===== src/rtl/puf_response_sampler.sv =====
// Multi-channel PUF response sampler: synchronises D, majority-votes SAMPLES strobes per channel, flags non-unanimous channels.
// Valid pulses the cycle after the SAMPLES-th accepted strobe; no backpressure, Start/Strobe outside their states are dropped.
module puf_response_sampler #(
    parameter int WIDTH       = 8,
    parameter int SAMPLES     = 7,
    parameter int SYNC_STAGES = 2
) (
    input  logic             Clk,
    input  logic             Rst_n,
    input  logic             Start,
    input  logic             Clear,
    input  logic             Strobe,
    input  logic [WIDTH-1:0] D,
    output logic [WIDTH-1:0] Q,
    output logic [WIDTH-1:0] Unstable,
    output logic             Valid,
    output logic             Busy
);

    localparam int CNT_W = $clog2(SAMPLES + 1);
    localparam logic [CNT_W-1:0] HALF = CNT_W'(SAMPLES / 2);
    localparam logic [CNT_W-1:0] FULL = CNT_W'(SAMPLES);

    typedef enum logic [1:0] {IDLE, COLLECT, DONE} state_t;

    state_t state, state_nxt;

    logic [SYNC_STAGES-1:0][WIDTH-1:0] sync_r;
    logic [WIDTH-1:0]                  ds;

    logic [CNT_W-1:0]            sample_cnt, cnt_nxt, cnt_inc;
    logic [WIDTH-1:0][CNT_W-1:0] ones, ones_nxt, ones_inc;
    logic [WIDTH-1:0]            q_new, u_new;
    logic                        load_result;

    always_ff @(posedge Clk or negedge Rst_n) begin
        if (!Rst_n) begin
            sync_r <= '0;
        end else begin
            sync_r[0] <= D;
            for (int s = 1; s < SYNC_STAGES; s++) begin
                sync_r[s] <= sync_r[s-1];
            end
        end
    end

    assign ds = sync_r[SYNC_STAGES-1];

    // Result is computed from the post-increment counts so it can be loaded on the final strobe edge.
    always_comb begin
        cnt_inc  = sample_cnt + CNT_W'(1);
        ones_inc = '0;
        q_new    = '0;
        u_new    = '0;
        for (int i = 0; i < WIDTH; i++) begin
            ones_inc[i] = ones[i] + CNT_W'(ds[i]);
            q_new[i]    = ones_inc[i] > HALF;
            u_new[i]    = (ones_inc[i] != '0) && (ones_inc[i] != FULL);
        end
    end

    always_comb begin
        state_nxt   = state;
        cnt_nxt     = sample_cnt;
        ones_nxt    = ones;
        load_result = 1'b0;
        if (Clear) begin
            state_nxt = IDLE;
            cnt_nxt   = '0;
            ones_nxt  = '0;
        end else begin
            case (state)
                IDLE: begin
                    if (Start) begin
                        state_nxt = COLLECT;
                        cnt_nxt   = '0;
                        ones_nxt  = '0;
                    end
                end
                COLLECT: begin
                    if (Strobe) begin
                        cnt_nxt  = cnt_inc;
                        ones_nxt = ones_inc;
                        if (cnt_inc == FULL) begin
                            state_nxt   = DONE;
                            load_result = 1'b1;
                        end
                    end
                end
                DONE:    state_nxt = IDLE;
                default: state_nxt = IDLE;
            endcase
        end
    end

    always_ff @(posedge Clk or negedge Rst_n) begin
        if (!Rst_n) begin
            state      <= IDLE;
            sample_cnt <= '0;
            ones       <= '0;
            Q          <= '0;
            Unstable   <= '0;
        end else begin
            state      <= state_nxt;
            sample_cnt <= cnt_nxt;
            ones       <= ones_nxt;
            if (load_result) begin
                Q        <= q_new;
                Unstable <= u_new;
            end
        end
    end

    assign Valid = (state == DONE);
    assign Busy  = (state != IDLE);

endmodule

===== config.mk =====
export PLATFORM = sky130hd
export DESIGN_NAME = puf_response_sampler
export DESIGN_NICKNAME = d
export VERILOG_FILES = /design/src/rtl/puf_response_sampler.sv
export SDC_FILE = /design/constraint.sdc
export NUM_CORES = 1
export LEC_CHECK = 0
export CAP_MARGIN = 20
export CELL_PAD_IN_SITES_DETAIL_PLACEMENT = 1
export CELL_PAD_IN_SITES_GLOBAL_PLACEMENT = 1
export CORE_ASPECT_RATIO = 2
export CORE_MARGIN = 1
export CORE_UTILIZATION = 49
export DETAILED_ROUTE_END_ITERATION = 7
export GPL_ROUTABILITY_DRIVEN = 1
export PLACE_DENSITY_LB_ADDON = 0.3
export SKIP_LAST_GASP = 1
export SLEW_MARGIN = 5
export SYNTH_ARGS = -nofsm -noshare
export SYNTH_HDL_FRONTEND = slang
export SYNTH_SLANG_ARGS = --single-unit

===== constraint.sdc =====
create_clock -name Clk -period 2.85 [get_ports Clk]
set_clock_uncertainty 0.1 [all_clocks]
set_input_delay 0.4275 -clock Clk [delete_from_list [all_inputs] [get_ports Clk]]
set_output_delay 0.4275 -clock Clk [all_outputs]
set_load 0.005 [all_outputs]

== Word level (Yosys, flattened, before mapping) ==
Cells that the tools add are included.
Storage, ports and cells
  bits of input ports: 13
  output and inout port bits: 18
  bits in latches: 0
  memories: 0
  flip-flop bits (word level): 61
  ROM bits: 0
  RAM bits: 0
  word-level logic and storage cells: 83
Cells by class
  div/mod/pow operators: 0
  $lt $le $gt $ge: 8
  equality and inequality tests: 14
  shift operators: 0
  muxes and demuxes: 17
  $add $sub $neg: 9
  reductions and logical operators: 21
  multiply operators: 0
  bitwise logic cells: 0
Operators with widths (number)
  24-bit two-way mux: 3
  24-bit one-hot mux with 2 select lines: 1
  3-bit != test, second input constant: 11
  3-bit nonzero test: 9
  3-bit by 1-bit adder with 3-bit output: 8
  3-bit by 2-bit > comparator with 1-bit output, second input constant: 8
  3-bit two-way mux: 3
  1-bit logical AND: 8
  2-bit two-way mux: 4
  3-bit one-hot mux with 2 select lines: 1
  3-bit AND reduction: 2
  1-bit two-way mux: 4
  2-bit one-hot mux with 2 select lines: 1
  3-bit by 1-bit adder with 3-bit output, second input constant: 1
  3-bit equality test, second input constant: 1
  2-bit by 1-bit equality test with 1-bit output, second input constant: 1
  2-bit equality test, second input constant: 1
  2-bit logical NOT: 1
  2-bit nonzero test: 1

== Depth between registers and ports, before layout ==
  word-level depth: 6
  mapped depth: 7

== Worst setup path after synthesis ==
Ideal clock, no wire load.
  kind: reg2reg
  start: register sample_cnt[0]
  end: register Q[1]
  slack: 1050 ps
  data required time: 2625 ps
  path buffers: 2
  stages on the path, launching flop included: 7
  arrival time: 1575 ps
  period minus slack after synthesis: 1800 ps
  cells stage by stage: dfrtp_1 -> ha_1 -> xor2_1 -> and4_1 -> buf_4 -> buf_6 -> mux2_2
Between the ends
  longest elaborated chain between the ends: 6
Ends and longest elaborated chain
  start, declared: RTL line 31  | logic [CNT_W-1:0] sample_cnt, cnt_nxt, cnt_inc;
  start signal, assigned: RTL line 105  | sample_cnt <= cnt_nxt;
  3-bit by 1-bit adder with 3-bit output: RTL line 51  | cnt_inc = sample_cnt + CNT_W'(1);
  3-bit equality test: RTL line 84  | if (cnt_inc == FULL) begin
  1-bit two-way mux: RTL line 84
  1-bit two-way mux: RTL line 81  | if (Strobe) begin
  1-bit two-way mux: RTL line 72  | case (state)
  1-bit two-way mux: RTL line 67  | if (Clear) begin
  end signal, assigned: RTL line 108  | Q <= q_new;
  end, declared: RTL line 14  | output logic [WIDTH-1:0] Q,
No other way between the ends.
A chain may end at the register's enable or synchronous reset.

== Worst setup path in the final report ==
  start: register state[0]
  end: output port Busy
Between the ends
  longest elaborated chain between the ends: 1
Ends and longest elaborated chain
  start, declared: RTL line 26  | state_t state, state_nxt;
  start signal, assigned: RTL line 104  | state <= state_nxt;
  2-bit nonzero test: RTL line 115  | assign Busy = (state != IDLE);
  end, declared: RTL line 17  | output logic Busy
No other way between the ends.

==> results.tsv <==
metric	value	unit
status	finished, final reports clean	
yosys synthesis warning count	0	
mapped cell area	2710	um2
Worst-Margin Slew	0.560	ns
DR iter-0 viols	37	
HPWL after DPL	3710	um
GRT Total Usage	22.4	%
drt drc	0	
dpl cells	291	
total gr overflow	0	
core box area	5370	um2
Synth Instances	203	
adder-cell share of the synthesized area	8.30	%
CTS max path bufs	2	
highest clock rate	440	MHz
Layout Nets	274	
vias per cell	5.63	
post-CTS sizing	0	
CP Data Required Time	2.32	ns
Post-synth EDFFs	0	
Peak supply drop	0.488	mV
number of max-slew violations in the final report	0	
cell taking the most area after synthesis	dfrtp_1	
startpoint types	flip-flop	
commonest non-fill, non-tap cell in the layout	dfrtp_1	
Synth Area in Compound Gates	10.7	%
# hold bufs at CTS	1	
Ports	31	
CTS clk-pin slew, worst paths	0.06	ns
Tcrit/Tclk final	79.7	%
Worst slew margin	62.7	%
Clk Latency, worst-skew pair	0.35	ns
Placer Congestion	0.708	
port bufs	30	
htree depth	3	
ys flop type	dfrtp_1	
die area	5860	um2
WHS	0.248	ns
simple-gate portion of the synthesized area	8.86	%
async set-reset flop share out of synthesis	100	%
die width	54.6	um
cts bufs inserted	9	
Post-Synth XOR/XNOR Area	2.91	%
row count	38	
post-layout util	60.3	%
endpoint class of the critical path	output pin	
Final min period	2.27	ns
Synth Register Bits	61	
post-route insts no fill	308	
number of post-CTS setup repair buffers	0	
initial antenna violation count	0	
mux contribution to synthesized area	10.5	%
unrepaired setup endpoints after global routing	false	
setup TNS	0	ns
starting density of the core	50.5	%
Routed WL	5400	um
Die H	107	um
Synthesized Nets	234	
crit-path max FO	17	
Final setup violation count	0	
Avg Synthesized Cell Area	13.4	um2
synth top area cells	dfrtp_1, ha_1, mux2_2	
Area Growth Syn to Fin	19.4	%
Hold Crit Class	flip-flop to flip-flop	
top cell type's share of synthesized area	56.3	%
CTS tree	built	
Final Hold Vio Count	0	
largest family of logic cells by synthesized area	compound AO/OA/AOI/OAI gates	
sequential element share of the synthesized area	56.3	%
largest net degree at the start of global routing	27	
DR vias	1735	
most frequent cells in the layout	dfrtp_1, clkdlybuf4s50_1, ha_1	
max cap viols	0	
WP data arrival	1.74	ns
wire length per cell	17.5	um
CTS sink cnt	61	
DRT Pass-1 Iters	4	
root buffer cell	clkbuf_8	
Setup Crit Path Kind	flip-flop to output pin	
first-pass GRT wire length	9080	um
layout cell share with drive strength beyond 1	15.7	%
# diodes	0	
post-route ant nets	0	
Design Power	0.00164	W
Power Dens Cells	506	nW/um2
Lkg Pwr	1.60	nW
Synth cell types	26	
number of global-route vias before repair	1904	
[Yosys cell counts, drive strengths merged (9+ instances only)]
master / instances
xor2: 9
o311ai: 9
mux2i: 9
dfrtp: 61
and2: 9
nand2b: 9
a22o: 16
nor2: 9
mux2: 17
nor2b: 10
o21ai: 9
ha: 18
[per-stage QoR]
stage                     setup slack [ns]  area [um2]
after floorplan                       1.05        2710
after global routing                 0.504        3240
after detailed placement             0.642        3070
after global placement               0.698        3070
after CTS                            0.565        3240
final                                0.578        3240
[final cells by class]
| cell class | count | area (um2) |
|---|---|---|
| timing repair buffer | 37 | 350 |
| inverter | 2 | 7.51 |
| multi-input combinational | 132 | 1120 |
| fill | 560 | 2130 |
| tap | 60 | 75.1 |
| clock inverter | 5 | 27.5 |
| clock buffer | 11 | 131 |
| sequential | 61 | 1530 |
[worst max-delay path: stages (launching register included)]
cell and delay, ns:
dfrtp_1 0.58, or2_2 0.38, clkdlybuf4s50_1 0.44
[sequential cells by signal, indices dropped and copies added, names as in the netlist]
signal      cells
ds              8
sync_r          8
sample_cnt      3
ones           24
state           2
Unstable        8
Q               8
[path summary, 6_finish.rpt]
| check | to | slack, ns | start | cells after the start |
|---|---|---|---|---|
| setup / recovery | Busy | 0.58 | state[0] | 2 |
| hold reg to reg | ds[1] | 0.25 | sync_r[1] | 0 |
| hold / removal | ds[1] | 0.25 | sync_r[1] | 0 |
| max in group asynchronous | Q[6] | 1.40 | Rst_n | 3 |
| setup reg to reg | Unstable[6] | 0.94 | sample_cnt[0] | 5 |
| min in group asynchronous | Unstable[7] | 0.50 | Rst_n | 2 |
[logic make-up (layout without fill, tap and decap cells)]
logic type	count (synthesis)	in the layout
xor+xnor	9	9
fa+ha+maj	18	18
simple gates	42	42
compound gates	37	37
flops	61	61
mux	26	26
buf+inv	10	55
[report_power, final]
part / leakage [nW] / switching (W) / internal [W]
sequential: 0.812 / 0.0000126 / 0.000884
combinational: 0.703 / 0.0000584 / 0.0000480
clock: 0.0829 / 0.000327 / 0.000309
[metal layers]
metal  vias up  wire [um]  global-route usage, %
li1        810          -                      -
met1       885       2270                   26.1
met2        30       2840                   35.2
met3        10        146                   6.10
met4         0        143                   12.6
met5         -          0                      0
(Power assumes the default switching activity.)
